--- src/rtl/hazard_ctrl.sv ---
`default_nettype none
// ============================================================================
// Module   : hazard_ctrl
// Purpose  : Pipeline hazard unit. Handles memory-wait stalls, EX redirects,
//            load-use stalls, operand forwarding and the stall-cycle counter.
// Revision : 1.0
// ============================================================================
module hazard_ctrl #(
    parameter int CNT_W = 32
) (
    input  logic             clk,
    input  logic             reset,
    input  logic             id_valid,
    input  logic [4:0]       id_rs1_addr,
    input  logic [4:0]       id_rs2_addr,
    input  logic [4:0]       id_rd_addr,
    input  logic             id_reg_write,
    input  logic             id_mem_read,
    input  logic             id_mem_write,
    input  logic [6:0]       id_types,
    input  logic             id_valid_inst,
    input  logic             ex_redirect,
    input  logic             dmem_ready,
    output logic             pc_en,
    output logic             ifid_en,
    output logic             ifid_flush,
    output logic             idex_en,
    output logic             idex_flush,
    output logic             exmem_en,
    output logic             memwb_flush,
    output logic [1:0]       fwd_a,
    output logic [1:0]       fwd_b,
    output logic             illegal_instr,
    output logic [CNT_W-1:0] stall_cnt
);

    typedef struct packed {
        logic       valid;
        logic [4:0] rd;
        logic       reg_write;
        logic       mem_access;
        logic       mem_read;
        logic [4:0] rs1;
        logic [4:0] rs2;
    } ex_stage_t;

    typedef struct packed {
        logic       valid;
        logic [4:0] rd;
        logic       reg_write;
        logic       mem_access;
    } mem_stage_t;

    // No WB-stage decision depends on mem_access, so WB keeps only what forwarding reads.
    typedef struct packed {
        logic       valid;
        logic [4:0] rd;
        logic       reg_write;
    } wb_stage_t;

    // Type bits R,I,S,B,U,J,Z sit at 6..0
    localparam logic [6:0]       C_RS1_TYPES = 7'b1111000;
    localparam logic [6:0]       C_RS2_TYPES = 7'b1011000;
    localparam logic [CNT_W-1:0] C_CNT_ONE   = CNT_W'(1);

    ex_stage_t  ex_s;
    ex_stage_t  ex_next;
    mem_stage_t mem_s;
    wb_stage_t  wb_s;
    logic       illegal_q;

    logic use_rs1;
    logic use_rs2;
    logic mem_stall;
    logic lduse;
    logic advance;
    logic stall_event;

    assign use_rs1   = |(id_types & C_RS1_TYPES);
    assign use_rs2   = |(id_types & C_RS2_TYPES);
    assign mem_stall = mem_s.valid & mem_s.mem_access & ~dmem_ready;
    assign lduse     = id_valid & ex_s.valid & ex_s.mem_read & (ex_s.rd != 5'd0) &
                       ((use_rs1 & (ex_s.rd == id_rs1_addr)) |
                        (use_rs2 & (ex_s.rd == id_rs2_addr)));
    assign advance     = ~mem_stall & ~ex_redirect & ~lduse;
    assign stall_event = mem_stall | (lduse & ~ex_redirect);

    always_comb begin
        pc_en       = 1'b1;
        ifid_en     = 1'b1;
        ifid_flush  = 1'b0;
        idex_en     = 1'b1;
        idex_flush  = 1'b0;
        exmem_en    = 1'b1;
        memwb_flush = 1'b0;
        if (mem_stall) begin
            pc_en       = 1'b0;
            ifid_en     = 1'b0;
            idex_en     = 1'b0;
            exmem_en    = 1'b0;
            memwb_flush = 1'b1;
        end else if (ex_redirect) begin
            ifid_flush = 1'b1;
            idex_flush = 1'b1;
        end else if (lduse) begin
            pc_en      = 1'b0;
            ifid_en    = 1'b0;
            idex_flush = 1'b1;
        end
    end

    // Illegal or absent instructions enter EX as an all-zero bubble.
    always_comb begin
        ex_next = '0;
        if (advance & id_valid & id_valid_inst) begin
            ex_next.valid      = 1'b1;
            ex_next.rd         = id_rd_addr;
            ex_next.reg_write  = id_reg_write;
            ex_next.mem_access = id_mem_read | id_mem_write;
            ex_next.mem_read   = id_mem_read;
            ex_next.rs1        = id_rs1_addr;
            ex_next.rs2        = id_rs2_addr;
        end
    end

    function automatic logic [1:0] fwd_sel(input logic [4:0] rs,
                                           input mem_stage_t m,
                                           input wb_stage_t w);
        // Loads in MEM have no result yet; the load-use stall covers them.
        if (m.valid & m.reg_write & ~m.mem_access & (m.rd != 5'd0) & (m.rd == rs))
            return 2'b01;
        if (w.valid & w.reg_write & (w.rd != 5'd0) & (w.rd == rs))
            return 2'b10;
        return 2'b00;
    endfunction

    assign fwd_a         = fwd_sel(ex_s.rs1, mem_s, wb_s);
    assign fwd_b         = fwd_sel(ex_s.rs2, mem_s, wb_s);
    assign illegal_instr = illegal_q;

    always_ff @(posedge clk) begin
        if (reset) begin
            ex_s      <= '0;
            mem_s     <= '0;
            wb_s      <= '0;
            illegal_q <= 1'b0;
            stall_cnt <= '0;
        end else begin
            if (stall_event && (stall_cnt != '1))
                stall_cnt <= stall_cnt + C_CNT_ONE;
            illegal_q <= advance & id_valid & ~id_valid_inst;
            if (mem_stall) begin
                wb_s <= '0;
            end else begin
                wb_s  <= '{valid: mem_s.valid, rd: mem_s.rd, reg_write: mem_s.reg_write};
                mem_s <= '{valid: ex_s.valid, rd: ex_s.rd, reg_write: ex_s.reg_write,
                           mem_access: ex_s.mem_access};
                ex_s  <= ex_next;
            end
        end
    end

endmodule
`default_nettype wire

--- config.mk ---
export PLATFORM = sky130hd
export DESIGN_NAME = hazard_ctrl
export DESIGN_NICKNAME = d
export VERILOG_FILES = /design/src/rtl/hazard_ctrl.sv
export SDC_FILE = /design/constraint.sdc
export NUM_CORES = 1
export LEC_CHECK = 0
export ABC_AREA = 1
export BUFFER_PORTS_ARGS = -buffer_cell sky130_fd_sc_hd__buf_2
export CAP_MARGIN = 10
export CORE_ASPECT_RATIO = 0.8
export CORE_MARGIN = 2
export CORE_UTILIZATION = 30
export CTS_CLUSTER_SIZE = 16
export DETAILED_ROUTE_END_ITERATION = 12
export PLACE_DENSITY = 0.47
export SYNTH_ARGS = -nofsm -noshare
export SYNTH_HDL_FRONTEND = slang
export SYNTH_SLANG_ARGS = --single-unit
--- constraint.sdc ---
create_clock -name clk -period 2.4 [get_ports clk]
set_clock_uncertainty 0.2 [all_clocks]
set_input_delay 0.24 -clock clk [delete_from_list [all_inputs] [get_ports clk]]
set_output_delay 0.24 -clock clk [all_outputs]
set_load 0.005 [all_outputs]
==> results of run 1 <==
## worst min-delay path: stages
cell                      delay, ps
sky130_fd_sc_hd__buf_2          110
sky130_fd_sc_hd__nand2_1         70
sky130_fd_sc_hd__o21ai_0         70
## what timing repair did
action	4_1_cts	5_1_grt
endpoints found under the hold margin	18	0
resized for setup	0	2
setup endpoints to repair	0	13
hold buffers	17	0
setup buffers	0	5
## registers in the layout, summed over array words and instances, names as in the netlist
name and count:
illegal_instr 1, wb_s 7, mem_s 8, ex_s 19, stall_cnt 32
## kinds of logic (layout without fill, tap and decap cells)
family / count (synthesis) / in the layout / synth area share
AND/OR/NAND/NOR: 284 / 284 / 0.340
flip-flops: 67 / 67 / 0.364
buffers and inverters: 65 / 162 / 0.0760
AO/OA/AOI/OAI: 60 / 60 / 0.0862
XOR/XNOR: 55 / 55 / 0.131
adder cells (fa/ha/maj): 1 / 1 / 0.00339
## placed cells by master (no fill, tap or decap), drive strengths merged, types with 13 or more instances in the layout
master / count
nand3: 61
dfxtp: 67
nor2: 60
inv: 42
nand2: 130
xor2: 35
a21oi: 35
nor3: 17
o21ai: 13
xnor2: 20
buf: 88
dlygate4sd3: 17
## layout make-up
type,count,share of cell area
clock buffers,9,0.0474
clock inverters,6,0.0140
inverters,41,0.0324
multi-input cells,400,0.436
flip-flops and latches,67,0.282
well taps,152,0.0400
repair buffers,106,0.148
## metal layers
metal | part of all wire | vias to the layer above
met5 | 0 | -
met4 | 0.0098 | 0
met3 | 0.052 | 8
met2 | 0.40 | 89
met1 | 0.54 | 1659
li1 | - | 1923
## per-stage QoR
stage / instance area (um^2) / util / worst slack (ps)
2_1_floorplan: 3690 / - / 465
3_3_place_gp: 4210 / 0.349 / 290
3_5_place_dp: 4210 / 0.349 / 277
4_1_cts: 4670 / 0.387 / 28.3
5_1_grt: 4750 / 0.394 / 2.02
6_report: 4750 / 0.394 / 161
## worst max path at each step
stage                          endpoint  slack, ps  cells after the start
final                           ifid_en        160                     11
after global routing      stall_cnt[23]          2                     14
after CTS                       ifid_en         30                     11
after detailed placement  stall_cnt[12]        280                      8
after global placement    stall_cnt[12]        290                      8
after floorplan           stall_cnt[25]        460                      9
## report_power, final
group | leakage [nW] | internal [W] | switching [W]
Sequential | 0.541 | 0.00112 | 0.00000842
Combinational | 1.30 | 0.0000628 | 0.0000647
Clock | 0.146 | 0.000801 | 0.000516
==> metrics list, run 1 <==
- Status: finished, final reports clean
- Power Dens Cells: 542 mW/mm^2
- The biggest area contributor in the post-synthesis netlist is sky130_fd_sc_hd__dfxtp_1.
* Largest cells by area after synthesis: sky130_fd_sc_hd__dfxtp_1, sky130_fd_sc_hd__nand2_1, sky130_fd_sc_hd__xor2_1, sky130_fd_sc_hd__nand3_1, sky130_fd_sc_hd__nor2_1
- EDFF count, synth: 0
* Die width: 128 um
- Dividing the detail-routed via count by the number of cells gives 4.71.
- CP Max Fanout: 8
- Total number of vias: roughly 3700
- Crit path cell chain: dlygate4sd3_1 > buf_2 > xor2_1 > nor2_1 > nand3_1 > nand2_1 > nand3_1 > nand2_2 > buf_12 > inv_1 > buf_2
- Gate Count Post-Synth: 532
- Met1 Resource Use GR: 0.260
* Number of H-tree levels: 3
* Area of the placeable core: 0.0121 mm^2
- Clock tree from TritonCTS: done
- Clock buffer depth: 2
- Overall power consumption after layout is estimated at 0.00257 W.
- On the worst path, the slowest cell contributes a delay of roughly 530 ps.
- Pins over their slew limit: 0
- For met3 alone, demand over resource in global routing was 0.0420.
- Sequential cell area: 0.00134 mm^2
- The tightest hold path in the finished design has a slack of 11.3 ps.
- Mean area per synthesized cell: 6.93 um^2
- The worst hold path passes through 3 cells.
* Leakage power figure: a little under 2 nW
- Number of synthesized register bits: 67
* RePlAce Congestion: 0.910
- For hold timing, the worst endpoint is ex_s[4].
- Netlist area before placement: 0.00369 mm^2
- First-pass GRT wire length: 17400 um
- STA classifies the critical path startpoint as a primary input.
* Die boundary height: 103 um
- Of the synthesized area, sequential elements account for 0.364.
- The critical path is of the primary input to primary output type.
- The repair_antennas step left the layout with diodes totalling 0.
- After clock tree synthesis, the clock-pin slew on the worst setup and hold paths is 60 ps.
- Cell with the largest stage delay on the worst path: sky130_fd_sc_hd__dlygate4sd3_1
- Fill count: 1285
* Count of final setup violators: 0
* Leading cell type by number of instances after synthesis: sky130_fd_sc_hd__nand2_1
- Post-layout minimum cycle time: 2240 ps
- At the pin with the least slew margin, the transition time is about 540 ps.
* Worst flop-to-flop path endpoint: stall_cnt[12]
- Buffers on Ports: between 70 and 80
- Maximum number of pins on one net before global-route repair: 35
* Final-stage net count: approximately 660
- The layer flagged by global routing as most heavily used is met1.
- YS warnings: 0
- R2R cell count: 8
* Synthesized net count: between 500 and 600
- Initial Utilization: 0.305
- The total overflow left after global routing is 0.
- Area used by multi-input combinational logic: 0.00207 mm^2
- Slew margin rel.: 0.639
- After synthesis, the most frequently instantiated cells are sky130_fd_sc_hd__nand2_1, sky130_fd_sc_hd__dfxtp_1, sky130_fd_sc_hd__nand3_1.
- Maximum VDD drop: between 0.3 and 0.4 mV
- Of the available clock period, the critical path in the final layout requires 0.933.
- Setup crit end kind: primary output
- Origin of the worst min-delay path: id_rs2_addr[4]
- In the final layout, the share of cells above drive strength 1 is 0.188.
- In this run, CTS created clock tree buffers numbering 9.
- Hold violation count in the final report: 0
- Together, buffers and inverters on the worst path number 5.
- The number of global-route vias before repair came to 3382.
* Maximum clock frequency: about 450 MHz
* # rows: 36
- Global routing met2 resource utilization: 0.234
* Worst-skew pair later-pin latency: approximately 340 ps
- In this run the count of I/O pins placed on the die edge is 75.
- The tree is rooted in a sky130_fd_sc_hd__clkbuf_16.
- After detailed routing, the average wire length per cell comes to approximately 14 um.
- The min-delay analysis places its worst path in the category primary input to register.
- DRC violations left: 0
* Total Neg Setup Slack: 0 ps
- Prevailing post-synth register cell: sky130_fd_sc_hd__dfxtp_1
* Count of non-filler cells in the finished layout: 781
- The startpoint identified for the worst register-to-register timing path is stall_cnt[0].
* Final HPWL from detailed placement: between 8000 and 9000 um
- Across every metal layer, demand over resource in global routing totals 0.171.
- # clock sinks: 67
- Area growth syn-to-layout: 28.8%
* Area share of the largest cell type after synthesis: 0.364
- Area of the die: 0.0132 mm^2
- For this block, the initial DRC count from the detailed router was just over 300.
- The initial antenna violation count came to 0.
* Beginning of the critical path: id_rs2_addr[2]
- At the worst endpoint, the arrival time is 1800 ps.
* Drt pass-1 iters: 5
- The routed design has 11100 um of wire.
* Data required time at the worst endpoint: 1960 ps
- Number of cells after detailed placement: 743
* Number of maximum-capacitance violations: 0
* Post-DRT Antenna Nets: 0
- Library cells used by synthesis: 29
* Reg-to-reg setup timing slack: roughly 200 ps
- Family with the most delay on the worst path: buffers and inverters
* Setup repair after global routing missed its margin: false
- Post-synthesis async set-or-reset flop share: 0
Power figures use the tool's default switching activity.
==> inputs of run 2 (changes only) <==
- PLACE_DENSITY: 0.47 -> 0.49
- clock period: 2.4 -> 1.9 ns (I/O delays scaled with it)
==> run 2 against run 1 <==
Effect of this change:
- the flow now finishes with violations (negative setup slack)
- worst setup slack got worse by 170 ps
- clock-buffer cell count is 2 higher
- wire length increased by 9.5%
- critical path depth fell by 1
- total power increased by 34%
- first-iteration DRC count decreased by 32%
- global-route usage grew 0.96 points
- sequential power grew 25%
- final cell count up 6.0%
- die area unchanged
- clock power grew 40%
- largest power group unchanged
==> metrics list, run 2 (synthesized netlist as in run 1, its figures left out) <==
- Largest register by flop count: stall_cnt (unchanged)
* Number of H-tree levels: 3 (unchanged)
* Number of global-route vias before repair: 3528 (was 3382)
* Power Dens Cells: 610 mW/mm^2 (was 542 mW/mm^2)
* Post-DP Area: 0.00455 mm^2 (was 0.00421 mm^2)
- The die outline height is 103 um (unchanged).
- Die width: 128 um (unchanged)
- The root buffer cell is sky130_fd_sc_hd__clkbuf_16 (unchanged).
- The number of cells on the worst hold path was 4 (was 3).
* Clock transition time at the flip-flop clock pins of the worst setup and hold paths: 60 ps (about the same)
- The fraction of layout instances using a drive strength above 1 is 0.374 (was 0.188).
* Area used by multi-input combinational logic: 0.00245 mm^2 (was 0.00207 mm^2)
- Initial antenna violation count: 0 (unchanged)
- The antenna diode count came to 0 (unchanged).
* DRC violations left: 0 (unchanged)
- The number of primary I/O pins came to 75 (unchanged).
- Failing checks: negative setup slack
* Initial Utilization: 0.305 (unchanged)
* Status: finished, violations left (was finished, final reports clean)
- Maximum number of pins on one net before global-route repair: 37 (was 35)
- Leakage power figure: 2.43 nW (was 1.99 nW)
* Buffers on Ports: 71 (unchanged)
- Worst-skew pair later-pin latency: 340 ps (about the same)
* R2R cell count: 10 (was 8)
- Largest register FFs: 32 (unchanged)
* Total Power: 0.00344 W (was 0.00257 W)
- Leading cell types in the layout, fill and taps excluded: sky130_fd_sc_hd__nand2_1, sky130_fd_sc_hd__buf_2, sky130_fd_sc_hd__nand3_1 (was sky130_fd_sc_hd__nand2_1, sky130_fd_sc_hd__buf_2, sky130_fd_sc_hd__dfxtp_1).
- CP Max Fanout: 5 (was 8)
- The path type of the worst setup path was register to register (was primary input to primary output).
- Clock buffer depth: 2 (unchanged)
* Maximum VDD drop: 0.412 mV (was 0.389 mV)
* # rows: 36 (unchanged)
* Routed len/inst: 14.7 um (was 14.2 um)
* Final-stage net count: 703 (was 657)
- Setup repair after global routing missed its margin: true (was false).
- The clock tree from TritonCTS is done (unchanged).
* Final cycle utilization of the critical path: 1.00
- The final number of setup-violating endpoints was 4 (was 0).
- Area of the die: 0.0132 mm^2 (unchanged)
- The number of hold violations in the final report came to 0 (unchanged).
- Area of all placed cells without fillers: 0.00565 mm^2 (was 0.00475 mm^2)
* Slew of the pin with the lowest slew margin: 516 ps (was 540 ps)
- Minimum hold slack: 97.6 ps (was 11.3 ps)
- The combined global-route utilization of all metal layers came to 0.180 (was 0.171).
- Maximum clock frequency: 525 MHz
- Largest registers: stall_cnt: 32 flops, ex_s: 19 flops, mem_s: 8 flops (unchanged).
* Drt via density: 4.77 (was 4.71)
- Fill count: 1196 (was 1285)
- Sequential cell area: 0.00140 mm^2 (was 0.00134 mm^2)
- The growth of design area from synthesis to finish was 53.1% (was 28.8%).
- The total detailed-routing wirelength is 12200 um (was 11100 um).
* Count of routing violations after the opening detailed-route iteration: 209 (was 308)
- Post-layout minimum cycle time: 1910 ps
* Final HPWL from detailed placement: 8880 um (was 8080 um)
* Leading cell type in the layout, fill and taps excluded: sky130_fd_sc_hd__nand2_1 (unchanged)
- Number of maximum-capacitance violations: 0 (unchanged)
* # clock sinks: 67 (unchanged)
- Drt pass-1 iters: 5 (unchanged)
- The type of the tightest min-delay check was primary input to register (unchanged).
* Area of the placeable core: 0.0121 mm^2 (unchanged)
* Pins over their slew limit: 0 (unchanged)
* Worst EP arrival: 1970 ps (was 1800 ps)
- RePlAce Congestion: 0.929 (was 0.910)
- Total grt overflow: 0 (unchanged)
- The worst slew slack as a fraction of its limit came to 0.656 (was 0.639).
* Setup crit end kind: register (was primary output)
- Final worst slack: -5.41 ps (was 161 ps)
- Setup crit start kind: register (was primary input)
- Final core utilization: 0.468 (was 0.394)
- Total number of vias: 3950 (was 3679)
- TritonCTS buffer count: 9 (unchanged)
* Post-DRT Antenna Nets: 0 (unchanged)
* Data required time at the worst endpoint: 1960 ps (about the same)
- First-pass GRT wire length: 18400 um (was 17400 um)
==> run 2: changes by cell type in the layout (fill, tap and decap cells not counted), moves of 7 or more <==
cell | before | now
sky130_fd_sc_hd__nand2_2 | 2 | 13
sky130_fd_sc_hd__dfxtp_4 | 0 | 12
sky130_fd_sc_hd__nor2_1 | 57 | 50
sky130_fd_sc_hd__a21oi_1 | 35 | 21
sky130_fd_sc_hd__dfxtp_2 | 0 | 12
sky130_fd_sc_hd__a21oi_2 | 0 | 14
sky130_fd_sc_hd__dfxtp_1 | 67 | 43
sky130_fd_sc_hd__nand2_1 | 127 | 98
sky130_fd_sc_hd__nand2_4 | 1 | 18
sky130_fd_sc_hd__buf_4 | 15 | 50
==> run 2: area by class of cell <==
class	instances	area share
multi-input cells	400	0.435
flip-flops and latches	67	0.248
repair buffers	152	0.198
clock buffers	11	0.0430
well taps	152	0.0337
inverters	41	0.0273
clock inverters	5	0.0151
==> run 2: critical path, stage by stage (launching register included) <==
cell	delay (ps)
sky130_fd_sc_hd__dfxtp_4	370
sky130_fd_sc_hd__ha_4	160
sky130_fd_sc_hd__nand2_4	60
sky130_fd_sc_hd__nor2_4	100
sky130_fd_sc_hd__nand3_2	110
sky130_fd_sc_hd__nor3_4	210
sky130_fd_sc_hd__nand3b_4	150
sky130_fd_sc_hd__nand2_8	140
sky130_fd_sc_hd__clkbuf_16	180
sky130_fd_sc_hd__nand2_4	50
sky130_fd_sc_hd__a21oi_2	110
==> run 2: path summary, 6_finish.rpt <==
kind / from / end / slack (ps)
worst min register to register: mem_s[1] / wb_s[0] / 270
worst max register to register: stall_cnt[0] / stall_cnt[15] / -5
worst min-delay path: dmem_ready / mem_s[0] / 100
worst max-delay path: stall_cnt[0] / stall_cnt[15] / -5
==> run 2: repair_timing <==
item	CTS	global route
endpoints found under the hold margin	20	0
gates cloned	0	3
resized for setup	23	118
buffers inserted	2	3
setup endpoints to repair	32	39
pin swaps	4	22
hold buffers	22	0
==> run 2: power breakdown <==
group | switching, W | total (W) | internal (W)
Sequential | 0.0000116 | 0.00141 | 0.00140
Clock | 0.000653 | 0.00185 | 0.00119
Combinational | 0.0000919 | 0.000185 | 0.0000930
==> run 2: per-layer routing <==
metal | wire [um] | global-route usage
met5 | 0 | 0
met4 | 151 | 0.0541
met3 | 680 | 0.0389
met2 | 5300 | 0.259
met1 | 6050 | 0.268
==> run 2: stage by stage <==
| step | instances | TNS, ps | setup WS [ps] |
|---|---|---|---|
| finish | 828 | -13.0 | -5.41 |
| global route | 828 | -2400 | -94.6 |
| global placement | 783 | -227 | -32.6 |
| CTS | 823 | -507 | -66.6 |
| floorplan | 532 | -1020 | -35.1 |
| detailed placement | 783 | -573 | -51.5 |
==> inputs of run 3 (changes only) <==
- SKIP_LAST_GASP: not set -> 1
==> run 3 against run 2 <==
Effect of this change:
- the run still ends with negative setup slack left
- total power about the same
- via count down 0.18%
- critical path depth unchanged
- clock power about the same
- non-clock buffer count unchanged
- critical endpoint is now stall_cnt[13]
- die area unchanged
- utilization down 0.062 points
- flip-flop and latch count unchanged
- clock-buffer cell count unchanged
- global-route usage unchanged
- combinational power about the same
- largest power group unchanged
- sequential power about the same
==> metrics list, run 3 (synthesized netlist as in run 1, its figures left out) <==
* Die width: 128 um (unchanged)
* Worst EP arrival: 1980 ps (was 1970 ps)
- The TritonCTS buffer count was 9 (unchanged).
* Leading cell type in the layout, fill and taps excluded: sky130_fd_sc_hd__nand2_1 (unchanged)
- Area of the die: 0.0132 mm^2 (unchanged)
* Crit Path Class: register to register (unchanged)
* Largest register by flop count: stall_cnt (unchanged)
* Number of diodes: 0 (unchanged)
- Setup crit start kind: register (unchanged)
- The highest clock frequency the design can meet is 523 MHz (was 525 MHz).
- First-pass GRT wire length: 18400 um (unchanged)
- Setup repair after global routing missed its margin: true (unchanged)
- The type of the tightest min-delay check is primary input to register (unchanged).
* Clock buffer depth: 2 (unchanged)
- The half-perimeter wire length after placement is 8880 um (unchanged).
* Die boundary height: 103 um (unchanged)
- The cell depth of the worst flop-to-flop path was 10 (unchanged).
- Final worst slack: -13.0 ps (was -5.41 ps)
- Total global routing track utilization: 0.180 (unchanged)
- The routing usage on met3 came to 0.0389 (unchanged).
- DRC violations left: 0 (unchanged)
- Count of final setup violators: 4 (unchanged)
* Slew of the pin with the lowest slew margin: 513 ps (was 516 ps)
- Total number of vias: 3943 (was 3950)
- Area growth syn-to-layout: 52.9% (was 53.1%)
- The final setup TNS is -29.4 ps (was -13.0 ps).
- Beginning of the critical path: stall_cnt[0] (unchanged)
- Number of cells on the worst hold path: 4 (unchanged)
* Clock transition time at the flip-flop clock pins of the worst setup and hold paths: 60 ps (about the same)
- The clock tree from TritonCTS is done (unchanged).
* Initial antenna violation count: 0 (unchanged)
- The clock sink count came to 67 (unchanged).
- The routed length per placed instance was 14.8 um (was 14.7 um).
- The number of hold violations in the final report was 0 (unchanged).
* Top-level I/O count: 75 (unchanged)
- Number of global-route vias before repair: 3528 (unchanged)
- The first-pass iteration count of the detailed router was 5 (unchanged).
- Total grt overflow: 0 (unchanged)
* Area of the placeable core: 0.0121 mm^2 (unchanged)
* Setup crit end kind: register (unchanged)
* Layout cell share with drive strength beyond 1: 0.370 (was 0.374)
- The most heavily used metal layer in global routing is met1 (unchanged).
- The met1 track demand over resource was 0.268 (unchanged).
- Status: finished, violations left (unchanged)
* Power Dens Cells: 610 mW/mm^2 (about the same)
- The shortest period the worst path allows was 1910 ps (about the same).
* Global routing met2 resource utilization: 0.259 (unchanged)
- The leakage component of the power came to 2.43 nW (about the same).
- Post-Place Setup Slack: -51.5 ps (unchanged)
* Failing checks: negative setup slack (unchanged)
- Fill count: 1196 (unchanged)
- The weighted congestion reported at the end of routability-driven placement came to 0.929 (unchanged).
- Post-DP Area: 0.00455 mm^2 (unchanged)
- Leading cell types in the layout, fill and taps excluded: sky130_fd_sc_hd__nand2_1, sky130_fd_sc_hd__buf_2, sky130_fd_sc_hd__nand3_1 (unchanged)
- The via count normalized by instance count came to 4.76 (was 4.77).
- The final standard cell area without fillers came to 0.00564 mm^2 (was 0.00565 mm^2).
- End point of the most critical hold path: mem_s[0] (unchanged)
- The data required time at the worst endpoint was 1970 ps (was 1960 ps).
- Maximum VDD drop: 0.411 mV (was 0.412 mV)
- The root buffer cell is sky130_fd_sc_hd__clkbuf_16 (unchanged).
- Origin of the worst min-delay path: dmem_ready (unchanged)
- Buffers on Ports: 71 (unchanged)
- Largest registers: stall_cnt: 32 flops, ex_s: 19 flops, mem_s: 8 flops (unchanged).
- The portion of the clock cycle consumed by the worst path in the final layout came to 1.01 (was 1.00).
- The net count reported at finish is 703 (unchanged).
- The flip-flop count of the largest register after layout came to 32 (unchanged).
* Total wire length: 12200 um (about the same)
- Worst-skew pair later-pin latency: 340 ps (about the same)
* # rows: 36 (unchanged)
- Initial Utilization: 0.305 (unchanged)
* Pins over their slew limit: 0 (unchanged)
* Slew margin rel.: 0.658 (was 0.656)
* Startpoint of the worst register-to-register path: stall_cnt[0] (unchanged)
* Reg-to-reg setup timing slack: -10 ps (was -5 ps)
- The highest net fanout along the worst path was 6 (was 5).
- The max-cap violation count is 0 (unchanged).
* Post-DRT Antenna Nets: 0 (unchanged)
* Worst flop-to-flop path endpoint: stall_cnt[13] (was stall_cnt[15])
* Maximum number of pins on one net before global-route repair: 37 (unchanged)
- The H-tree depth is 3 (unchanged).
- The number of design-rule violations left by the first detailed-router iteration came to 221 (was 209).
## run 3: cell counts in the layout (fill, tap and decap cells not counted)
Identical to the previous run, type by type.
## run 3: final cells by class
class / count / area (um^2) / area share
timing repair buffer: 152 / 1120 / 0.198
inverter: 41 / 154 / 0.0273
sequential: 67 / 1400 / 0.249
clock buffer: 11 / 243 / 0.0431
clock inverter: 5 / 85.1 / 0.0151
tap: 152 / 190 / 0.0337
multi-input combinational: 400 / 2450 / 0.434
## run 3: through the flow
step,instances,total power (W),util,hold slack [ps]
after floorplan,532,0.00153,-,67.3
after global placement,783,0.00159,0.377,178
after detailed placement,783,0.00160,0.377,185
after CTS,823,0.00349,0.430,72.2
after global routing,828,0.00355,0.467,132
final,828,0.00344,0.467,101
## run 3: worst max-delay path: stages, from the launching register on
cell and delay, ps:
sky130_fd_sc_hd__dfxtp_4 370, sky130_fd_sc_hd__ha_4 160, sky130_fd_sc_hd__nand2_4 60, sky130_fd_sc_hd__nor2_4 90
sky130_fd_sc_hd__nand3_2 110, sky130_fd_sc_hd__nor3_4 210, sky130_fd_sc_hd__nand3b_4 150, sky130_fd_sc_hd__nand2_8 140
sky130_fd_sc_hd__buf_12 160, sky130_fd_sc_hd__nand2_1 70, sky130_fd_sc_hd__a21oi_2 120
## run 3: routing by layer
metal	routed length (um)	vias to the layer above
li1	-	2015
met1	6150	1822
met2	5300	90
met3	613	16
met4	173	0
met5	0	-
## run 3: timing repair
action,in CTS,in global routing
endpoints found under the hold margin,20,0
hold buffers,22,0
cloned,0,3
resized for setup,23,115
buffers inserted,2,3
setup endpoints to repair,32,39
pin swaps,4,22
## run 3: how the worst max path moves through the flow
stage	to	cells past startpoint
finish	stall_cnt[13]	10
global route	stall_cnt[13]	10
CTS	ifid_en	10
detailed placement	stall_cnt[14]	9
global placement	stall_cnt[30]	11
floorplan	stall_cnt[25]	9
## run 3: report_power, final
part / switching, W / total, W / internal (W)
Sequential: 0.0000116 / 0.00141 / 0.00140
Clock: 0.000651 / 0.00184 / 0.00119
Combinational: 0.0000918 / 0.000185 / 0.0000930
